<file path="src/rtl/fifo_pixel_unpacker.sv">
// fifo_pixel_unpacker: unpacks LANES-pixel FIFO words into a
// one-pixel-per-beat valid/ready stream grouped by channel count.
//
// Ports:
//   clk, rst          clock, synchronous active-high reset
//   fifo_rd_en        read request (credit-limited, never when empty)
//   fifo_rd_data      FIFO word, qualified by fifo_valid
//   fifo_valid        FIFO data-valid, one cycle after an accepted read
//   fifo_empty        FIFO empty flag
//   cfg_ch            channels per pixel position (0 acts as 1)
//   out_data          pixel value
//   out_valid         out_data valid
//   out_ready         downstream accepts the beat
//   out_last          beat is last channel of a pixel position
//   out_ch_idx        channel index of the beat
//   busy              any word queued, in flight, or held at the output
module fifo_pixel_unpacker #(
  parameter  int WORD_WIDTH = 64,
  parameter  int PIX_WIDTH  = 16,
  parameter  int MAX_CH     = 64,
  localparam int LANES      = WORD_WIDTH / PIX_WIDTH,
  localparam int CH_W       = $clog2(MAX_CH) + 1
) (
  input  logic                  clk,
  input  logic                  rst,
  output logic                  fifo_rd_en,
  input  logic [WORD_WIDTH-1:0] fifo_rd_data,
  input  logic                  fifo_valid,
  input  logic                  fifo_empty,
  input  logic [CH_W-1:0]       cfg_ch,
  output logic [PIX_WIDTH-1:0]  out_data,
  output logic                  out_valid,
  input  logic                  out_ready,
  output logic                  out_last,
  output logic [CH_W-1:0]       out_ch_idx,
  output logic                  busy
);

  localparam int LW = (LANES > 1) ? $clog2(LANES) : 1;

  logic [WORD_WIDTH-1:0] q_mem [2];
  logic                  wr_ptr;
  logic                  rd_ptr;
  logic [1:0]            occ;
  logic                  inflight;
  logic                  drop;
  logic [LW-1:0]         lane_idx;
  logic [CH_W-1:0]       ch_cnt;
  logic [CH_W-1:0]       ch_lat;

  logic [1:0]            credit;
  logic                  push;
  logic                  head_ok;
  logic [WORD_WIDTH-1:0] head_word;
  logic                  load;
  logic [CH_W-1:0]       cfg_eff;
  logic [CH_W-1:0]       ch_cur;
  logic                  last_n;
  logic                  lane_end;
  logic                  pop;
  logic [PIX_WIDTH-1:0]  lanes [LANES];
  logic [PIX_WIDTH-1:0]  pix;

  for (genvar i = 0; i < LANES; i++) begin : g_lane
    assign lanes[i] = head_word[i*PIX_WIDTH +: PIX_WIDTH];
  end

  // The head word stays in the queue until its last lane is used,
  // so occupancy plus the in-flight read is the full credit count.
  // drop masks the first cycle after reset, so no read is issued
  // whose data would be discarded.
  always_comb begin
    credit     = occ + {1'b0, inflight};
    fifo_rd_en = !fifo_empty && (credit < 2'd2) && !rst && !drop;
    push       = fifo_valid && !drop;
    head_ok    = (occ != 2'd0) || push;
    head_word  = (occ != 2'd0) ? q_mem[rd_ptr] : fifo_rd_data;
    load       = head_ok && (!out_valid || out_ready);
    cfg_eff    = (cfg_ch == '0) ? CH_W'(1) : cfg_ch;
    ch_cur     = (ch_cnt == '0) ? cfg_eff : ch_lat;
    last_n     = (ch_cnt == ch_cur - CH_W'(1));
    lane_end   = (lane_idx == LW'(LANES - 1));
    pop        = load && (lane_end || last_n);
    pix        = lanes[lane_idx];
    busy       = (occ != 2'd0) || inflight || out_valid;
  end

  // Bypass: with an empty queue the word is written and consumed
  // on the same edge, so both pointers advance together.
  always_ff @(posedge clk) begin
    if (push) q_mem[wr_ptr] <= fifo_rd_data;
  end

  always_ff @(posedge clk) begin
    if (rst) begin
      wr_ptr     <= 1'b0;
      rd_ptr     <= 1'b0;
      occ        <= 2'd0;
      inflight   <= 1'b0;
      drop       <= 1'b1;
      lane_idx   <= '0;
      ch_cnt     <= '0;
      ch_lat     <= CH_W'(1);
      out_valid  <= 1'b0;
      out_data   <= '0;
      out_last   <= 1'b0;
      out_ch_idx <= '0;
    end else begin
      drop     <= 1'b0;
      inflight <= fifo_rd_en;
      if (push) wr_ptr <= ~wr_ptr;
      if (pop)  rd_ptr <= ~rd_ptr;
      unique case ({push, pop})
        2'b10:   occ <= occ + 2'd1;
        2'b01:   occ <= occ - 2'd1;
        default: occ <= occ;
      endcase
      if (load) begin
        out_valid  <= 1'b1;
        out_data   <= pix;
        out_ch_idx <= ch_cnt;
        out_last   <= last_n;
        if (ch_cnt == '0) ch_lat <= cfg_eff;
        if (last_n) begin
          ch_cnt   <= '0;
          lane_idx <= '0;
        end else begin
          ch_cnt   <= ch_cnt + CH_W'(1);
          lane_idx <= lane_end ? '0 : lane_idx + LW'(1);
        end
      end else if (out_ready) begin
        out_valid <= 1'b0;
      end
    end
  end

  always_ff @(posedge clk) begin
    if (!rst && push && !pop) assert (occ != 2'd2);
  end

endmodule
</file>
<file path="config.mk">
export PLATFORM = sky130hd
export DESIGN_NAME = fifo_pixel_unpacker
export DESIGN_NICKNAME = d
export VERILOG_FILES = /design/src/rtl/fifo_pixel_unpacker.sv
export SDC_FILE = /design/constraint.sdc
export NUM_CORES = 1
export LEC_CHECK = 0
export BUFFER_PORTS_ARGS = -buffer_cell sky130_fd_sc_hd__buf_2
export CAP_MARGIN = 20
export CORE_ASPECT_RATIO = 1.1
export CORE_UTILIZATION = 55
export CTS_BUF_LIST = sky130_fd_sc_hd__clkbuf_4
export DETAILED_ROUTE_END_ITERATION = 16
export PLACE_DENSITY = 0.77
export SYNTH_ARGS = -nofsm -noshare
export SYNTH_HDL_FRONTEND = slang
export SYNTH_SLANG_ARGS = --single-unit
</file>
<file path="constraint.sdc">
create_clock -name clk -period 7 [get_ports clk]
set_input_delay 0.7 -clock clk [delete_from_list [all_inputs] [get_ports clk]]
set_output_delay 0.7 -clock clk [all_outputs]
set_load 0.01 [all_outputs]
</file>
# Yosys cells after proc, flatten, opt, wreduce, memory -nomap -nowiden
# Memory sizes are Yosys's and may differ from the RTL's. A register that Yosys moved wholly into a read port is not among the register bits.
# Cells that the tools add are included.
dict set report totals {
  register_bits 47
  latch_bits 0
  ram_bits 128
  romBits 0
  in_bits 76
  word_cells 65
  n_memories 1
}
# name words word_bits rd rd_ports_with_merged_regs wr line_no
set mem_list {}
lappend mem_list {q_mem 2 64 1 1 1 41} ;# logic [WORD_WIDTH-1:0] q_mem [2];
dict set report op_classes {
  add_sub_neg 6
  multipliers 0
  div_mod_pow 0
  n_lt_le_gt_ge 2
  n_eq_ne 4
  shifts 0
  mux 17
  n_bitwise 3
  reduce_logical 20
}
# cell count
set ops {}
lappend ops {{2-to-1 mux 64 bit} 1}
lappend ops {{binary-select mux 16 bit (select 2 bit)} 1}
lappend ops {{2-to-1 mux 16 bit} 2}
lappend ops {{2-to-1 mux 7 bit} 3}
lappend ops {{logical NOT 7 bit} 2}
lappend ops {{adder 7 x 1 -> 7 bit, second input constant} 1}
lappend ops {{== test 7 bit} 1}
lappend ops {{2-to-1 mux 1 bit} 7}
lappend ops {{subtractor 7 x 1 -> 7 bit, second input constant} 1}
lappend ops {{logical AND 1 bit} 6}
lappend ops {{nonzero test 2 bit} 3}
lappend ops {{logical OR 1 bit} 5}
lappend ops {{adder 2 x 1 -> 2 bit, second input constant} 2}
lappend ops {{== test 2 bit, second input constant} 2}
lappend ops {{logical NOT 1 bit} 4}
lappend ops {{2-to-1 mux 2 bit} 2}
lappend ops {{case mux 2 bit (2 select lines)} 1}
lappend ops {{greater-or-equal comparator 3 bit, second input constant} 1}
lappend ops {{inverter 2 -> 3 bit} 1}
lappend ops {{adder 2 x 1 -> 2 bit} 1}
lappend ops {{== test 2 x 1 -> 1 bit, second input constant} 1}
lappend ops {{< comparator 2 bit, second input constant} 1}
lappend ops {{inverter 1 bit} 2}
lappend ops {{subtractor 2 x 1 -> 2 bit, second input constant} 1}

# Depth between registers and ports, before layout
# Gate-level depths: netlist of the first run.
dict set report logic_depth {
  ltp_word 9
  depth_mapped 17
}

# Worst setup path before layout of the first run
# Ideal clock, no wire load.
dict set report synth_path {
  kind {input to register}
  startpoint {input fifo_valid}
  endpoint {memory q_mem[0][0] (enable)}
  setup_ps 486
  arrival_time_ps 3739
  slack_ps 2775
  stages 3
  path_buffers 0
  cell_sequence {nor2b_1 > inv_1 > nor2_1}
}
dict set report synth_via {
  elab_chain_cells 3
}
# item line_no
set synth_lines {}
lappend synth_lines {{from (decl)} 28} ;# input logic fifo_valid,
lappend synth_lines {{logical AND 1 bit} 75} ;# push = fifo_valid && !drop;
lappend synth_lines {{2-to-1 mux 1 bit} 91} ;# if (push) q_mem[wr_ptr] <= fifo_rd_data;
lappend synth_lines {{2-to-1 mux 1 bit (not written as such)} 91}
lappend synth_lines {{to (decl)} 41}
# Every way passes these cells.

# Worst setup path in the final report of the first run
dict set report layout_path {
  startpoint {register ch_cnt[2]}
  endpoint {register occ[1]}
}
dict set report layout_via {
  elab_chain_cells 8
}
# item line_no
set layout_lines {}
lappend layout_lines {{from (decl)} 48} ;# logic [CH_W-1:0] ch_cnt;
lappend layout_lines {{from (signal assigned)} 128} ;# ch_cnt <= ch_cnt + CH_W'(1);
lappend layout_lines {{logical NOT 7 bit} 80} ;# ch_cur = (ch_cnt == '0) ? cfg_eff : ch_lat;
lappend layout_lines {{2-to-1 mux 7 bit} -}
lappend layout_lines {{subtractor 7 x 1 -> 7 bit} 81} ;# last_n = (ch_cnt == ch_cur - CH_W'(1));
lappend layout_lines {{== test 7 bit *} 81}
lappend layout_lines {{logical OR 1 bit *} 83} ;# pop = load && (lane_end || last_n);
lappend layout_lines {{logical AND 1 bit *} 83}
lappend layout_lines {{net pop} 60} ;# logic pop;
lappend layout_lines {{== test 2 x 1 -> 1 bit / == test 2 bit (equally long branches)} 113} ;# unique case ({push, pop})
lappend layout_lines {{case mux 2 bit (2 select lines) / nonzero test 2 bit (equally long branches)} -}
lappend layout_lines {{to (signal assigned)} 114} ;# 2'b10: occ <= occ + 2'd1;
lappend layout_lines {{to (signal assigned)} 115} ;# 2'b01: occ <= occ - 2'd1;
lappend layout_lines {{to (decl)} 44} ;# logic [1:0] occ;
# Mark *: on every way through the listed nets, which the timed path passes. The rest lies on a longest branch.
# A chain may end at the register's enable or synchronous reset.

==> results.md, run 1 <==
- Setup bufs post-CTS: 0
- Startpoint types: register
- Die W: 114 µm
- Post-layout min period: 4030 ps
- EDFF count, synth: 128
- Layout Nets: 675
- Post-synth ARST share: 0%
- TritonCTS buffer count: 17
- CP Data Arrival Time: 4510 ps
- Initial Util: 56.8%
- First-pass iteration count of the detailed router: 4
- Max-slew headroom: 40.5%
- Core footprint: 13,300 µm²
- Initial DRC Count: 388
- Routed length per instance: 18.1 µm
- Slew Viols, Final: 0
- IO buf count: 102
- CTS tree: built
- Number of global-route vias before repair: 4,634
- Worst-Margin Slew: 892 ps
- Crit. End Element: register
- Post-route cell area: 8530 µm²
- Vias/cell: 5.70
- GRT Overall Usage: 22.0%
- Hold Path Stages: 2
- Mapped Cells: 498
- Yosys Warn Count: 0
- Max frequency: 248 MHz
- Predominant post-synthesis flop cell: edfxtp_1
- Final period util: 57.6%
- Cts repair resizes: 0
- Post-Syn Area: 7530 µm²
- Gpl congestion: 0.869
- Via count: 4,518
- Die area: 14,200 µm²
- IR drop worst, VDD: 157 µV
- Post-synthesis net count: 579
- Crit Path Category: register to register
- FF-to-FF path depth: 14
- Total gr overflow: 0
- # rows: 44
- Chip height: 125 µm
- Clk_lat worst skew: 560 ps
- Routed wire length: 14,400 µm
- Req. time, crit path: 7480 ps
- Final Non-Filler Cells: 792
- DP Worst Slack: 3000 ps
- Yosys top cell by area: edfxtp_1
- Worst-path maximum fanout: 15
- Unrepaired setup endpoints after global routing: false
- Setup TNS: 0 ps
- Final Hold Fails: 0
- Clk_skew: 15.6 ps
- I/O Pins: 103
- LEAKAGE: 2.93 nW
- Area Growth Syn to Fin: 13.2%
- # clock sinks: 176
- Yosys top cell area share: 51.0%
- Pwr/cell area: 259 nW/µm²
- Detail Route Antenna Nets: 0
- # H-tree levels: 4
- CTS max path bufs: 2
- CTS root buffer: clkbuf_4
- First-pass GRT wire length: 23,500 µm
- Initial antenna violation count: 1
- Max-cap viol count: 0
- Hpwl dp: 9300 µm
- Placed instance count: 759
- Setup Viol. Count Final: 0
- Synth area leaders: edfxtp_1 (51%), mux4_2 (14%), dfxtp_1 (13%)
- Largest net degree at the start of global routing: 65
- Synth Register Bits: 176
- Final worst slack: 2970 ps
- Clock slew at reported path FFs: 140 ps
- Outcome: complete, no violations
- Share of cells above drive strength 1: 33.9%
- Post-synthesis sequential area ratio: 63.8%
- Hold Crit Class: input pin to register
- DRC: 0
- Avg Inst Size Synth: 15.1 µm²
- Hold_buf cts: 0
- DP Area: 8220 µm²
- Post-synth cell types: 50
metrics by stage:
step                hold WS (ps)  utilization (%)  power [W]
global placement             442             61.9    0.00163
CTS                          264             64.3    0.00223
floorplan                    422                -    0.00152
detailed placement           443             61.9    0.00164
global route                 271             64.3    0.00230
finish                       314             64.3    0.00221
critical path, cell delays in order, from the launching register on:
cell	delay (ps)
dfxtp_1	440
nor4_4	360
nand3b_2	340
mux2i_1	320
ha_1	240
nor3b_1	320
nand2_1	100
o41ai_1	350
a31oi_1	130
nor4_4	330
nand4_4	160
nand2_4	100
ha_1	260
or3_1	350
a21oi_1	150
report_power, final:
part	switching [W]	internal (W)
combinational	0.000218	0.000179
sequential	0.0000402	0.00118
clock	0.000348	0.000250
total	0.000606	0.00160
cells in the mapped netlist, types with 3 or more instances:
cell type and count:
inv_1 6, nand3_1 5, nand2_1 28, mux4_2 48, ha_1 5, clkbuf_1 25
o21ai_0 7, a31oi_1 3, nor2b_1 5, mux2i_1 21, xnor2_1 8, nor2_1 54
dfxtp_1 48, a211oi_1 17, xor2_1 5, edfxtp_1 128, buf_2 5, nand4_1 3
nor4_1 4, a21oi_1 36
cell type report:
cell class / instances / area, µm²
Clock inverter: 15 / 183
Timing Repair Buffer: 110 / 571
Inverter: 6 / 22.5
Tap cell: 184 / 230
Clock buffer: 17 / 128
Multi-Input combinational cell: 283 / 2590
Fill cell: 972 / 4740
Antenna cell: 1 / 2.50
Sequential cell: 176 / 4810
cells in the final DEF, fill, tap and decap left out, drive strengths merged, types with 7 or more instances in the layout:
cell type and instances:
edfxtp 128, buf 110, nor2 54, mux4 48
dfxtp 48, a21oi 37, nand2 29, mux2i 21
a211oi 17, clkbuf 17, inv 10, xnor2 8
o21ai 8, clkinvlp 7
registers in the layout, summed over array words and instances, names as in the netlist, named ones only:
name	flops
ch_lat	7
ch_cnt	7
wr_ptr	1
out_ch_idx	7
rd_ptr	1
drop	1
q_mem	128
out_data	16
out_last	1
out_valid	1
lane_idx	2
inflight	1
occ	2
final timing paths:
check                             start                    endpoint  slack (ps)
max              ch_cnt[2]$_SDFFE_PP0P_         occ[1]$_SDFFE_PP0P_        2970
min                          fifo_empty         inflight$_SDFF_PP0_         310
max reg2reg      ch_cnt[2]$_SDFFE_PP0P_         occ[1]$_SDFFE_PP0P_        2970
min reg2reg  out_ch_idx[3]$_SDFFE_PP0P_  out_ch_idx[3]$_SDFFE_PP0P_         460
metal layers:
layer	up-vias	GRT usage, %	wire length [µm]	part of all wire (%)
met4	0	8.13	170	1.2
met3	12	6.28	875	6.1
li1	2125	-	-	-
met1	2247	27.1	5870	41
met2	134	36.9	7430	52
met5	-	0	0	0
cells by family after synthesis:
family,share of synthesized area (%)
adders and majority gates,0.830
AOI/OAI and AO/OA,5.98
DFF,63.8
xor gates and xnor gates,1.51
buffers and inverters,2.18
and+or+nand+nor,8.25
muxes,17.5
Power figures use the tool's default switching activity.
==> run 2, diff against run 1 <==
Settings changed: CORE_UTILIZATION 55 to 54, PLACE_DENSITY 0.77 to 0.79.
Clock period 7 ns to 3.25 ns, I/O delays scaled along.
==> results.md, run 2 (synthesized netlist as in run 1, its figures left out) <==
- Max reg flops: 128 (unchanged)
- IR drop worst, VDD: 328 µV (+110%)
- End point of the critical path: occ[1]$_SDFFE_PP0P_
- Largest net degree at the start of global routing: 65 (unchanged)
- Final worst slack: -47.1 ps (-3020 ps)
- Post-layout min period: 3300 ps (-732 ps)
- # rows: 44 (unchanged)
- Die W: 115 µm (+0.91%)
- Final Non-Filler Cells: 889 (+12%)
- Core footprint: 13,400 µm² (+1.2%)
- LEAKAGE: 3.39 nW (+16%)
- R2R Path End: occ[1]$_SDFFE_PP0P_
- CTS tree: built
- First-pass GRT wire length: 26,300 µm (+12%)
- Worst-Margin Slew: 596 ps (-296 ps)
- Clk_skew: 18.5 ps (+2.97 ps)
- IO buf count: 102 (unchanged)
- Max frequency: 303 MHz (+22%)
- Failing checks: negative setup slack
- Initial DRC Count: 330 (-15%)
- Gpl congestion: 0.856 (-1.5%)
- Slew Viols, Final: 0 (unchanged)
- # H-tree levels: 4 (unchanged)
- DRC: 0 (unchanged)
- Pwr Total: 0.00494 W (+120%)
- CTS root buffer: clkbuf_4
- Most common cell after layout, fill and taps aside: edfxtp_1
- Layout Nets: 773 (+15%)
- Startpoint types: register
- Clock slew at reported path FFs: 150 ps (about the same)
- Routed wire length: 16,700 µm (+16%)
- GRT Overall Usage: 24.6% (+2.6 points)
- Chip height: 126 µm (+0.91%)
- CP Data Arrival Time: 3800 ps (-710 ps)
- Fillers: 880 (-9.5%)
- Critical Path Source: ch_cnt[2]$_SDFFE_PP0P_
- Area Growth Syn to Fin: 27.1%
- Largest reg by FF count: q_mem
- Initial Util: 56.1% (-0.70 points)
- FF-to-FF path depth: 17 (+3)
- R2r startpoint: ch_cnt[2]$_SDFFE_PP0P_
- Unrepaired setup endpoints after global routing: true
- Hold Crit Class: input pin to register
- Reg area: 4810 µm² (+0.10%)
- Final Hold Fails: 0 (unchanged)
- Hpwl dp: 9930 µm (+6.8%)
- Clk_lat worst skew: 570 ps (about the same)
- R2r setup slk: -50 ps (-3020 ps)
- Total gr overflow: 0 (unchanged)
- Routed length per instance: 18.7 µm (+3.4%)
- Detail Route Antenna Nets: 0 (unchanged)
- Crit. End Element: register
- Outcome: finished, violations left
- Largest registers: q_mem: 128 flops, out_data: 16 flops
- Max-slew headroom: 60.2% (+20 points)
- Most frequent cells in the layout: edfxtp_1 (128), buf_2 (102), dlygate4sd3_1 (69)
- Worst-path maximum fanout: 6 (-9)
- I/O Pins: 103 (unchanged)
- # clock sinks: 176 (unchanged)
- Crit Path Category: register to register
- Number of global-route vias before repair: 5,290 (+14%)
- Placed instance count: 774 (+2.0%)
- Pwr/cell area: 516 nW/µm² (+99%)
- Die area: 14,400 µm² (+1.8%)
- Initial antenna violation count: 1 (unchanged)
- Max-cap viol count: 0 (unchanged)
- Final period util: 101% (+44 points)
- Setup Viol. Count Final: 1 (+1)
- Req. time, crit path: 3750 ps (-3730 ps)
- TritonCTS buffer count: 17 (unchanged)
- Via count: 5,063 (+12%)
- Share of cells above drive strength 1: 35.8% (+1.9 points)
- Vias/cell: 5.70 (-0.16%)
- First-pass iteration count of the detailed router: 5 (+1)
- CTS max path bufs: 2 (unchanged)
- Multi-input logic area: 2700 µm² (+4.5%)
run 2: worst min-delay path by stage:
stage	from	end	slack (ps)	cells past startpoint
3_5_place_dp	out_ch_idx[4]$_SDFFE_PP0P_	out_ch_idx[4]$_SDFFE_PP0P_	440	2
3_3_place_gp	drop$_DFF_P_	inflight$_SDFF_PP0_	430	1
5_1_grt	out_ready	out_valid$_SDFFE_PP0P_	110	3
4_1_cts	out_ready	out_valid$_SDFFE_PP0P_	90	3
2_1_floorplan	rst	drop$_DFF_P_	350	0
6_report	out_ready	out_valid$_SDFFE_PP0P_	140	3
run 2: timing repair:
| action | in CTS | in global routing |
|---|---|---|
| setup endpoints to repair | 1 | 3 |
| hold endpoints to repair | 133 | 0 |
| gates resized for setup | 3 | 13 |
| pin swaps | 9 | 5 |
| buffers inserted | 12 | 2 |
| hold buffers | 69 | 0 |
run 2: per-stage QoR:
step                      setup slack (ps)  TNS, ps  util [%]  area, µm²  hold slack (ps)
after floorplan                       11.6        0         -       7590              353
after global placement                51.3        0      62.7       8420              433
after detailed placement             -79.6    -79.6      62.7       8420              445
after CTS                             3.02        0      70.7       9500             89.6
after global routing                  -206     -206      71.3       9570              114
final                                -47.1    -47.1      71.3       9570              137
run 2: area by class of cell:
class	count	share of cell area, %
repair buffers	208	15.8
clock buffers	18	1.41
inverters	6	0.235
flip-flops and latches	176	50.3
multi-input cells	283	28.2
well taps	184	2.40
clock inverters	13	1.59
diodes	1	0.0261
run 2: per-layer routing:
metal | vias to the layer above | wire [µm] | track usage, % | part of all wire (%)
met2 | 177 | 9010 | 44.6 | 54
li1 | 2316 | - | - | -
met4 | 0 | 421 | 11.0 | 2.5
met1 | 2534 | 6360 | 27.8 | 38
met5 | - | 0 | 0 | 0
met3 | 36 | 864 | 5.00 | 5.2
run 2: critical path, cell delays in order, from the launching register on:
cell and delay [ps]:
dfxtp_2 360, nor4_4 340, nand3b_4 210, buf_4 180, buf_4 120, buf_4 120, buf_4 120, buf_4 120
buf_4 120, buf_4 120, o41ai_2 50, a31oi_2 90, nor4_4 340, nand4_4 150, nand2_4 100, ha_4 200
or3_4 370, a21oi_2 130
run 2: power by group:
group / leakage [nW] / switching, W / internal, W
logic: 1.68 / 0.000537 / 0.000546
clock network: 0.140 / 0.000764 / 0.000475
registers: 1.57 / 0.0000890 / 0.00253
total: 3.39 / 0.00139 / 0.00355
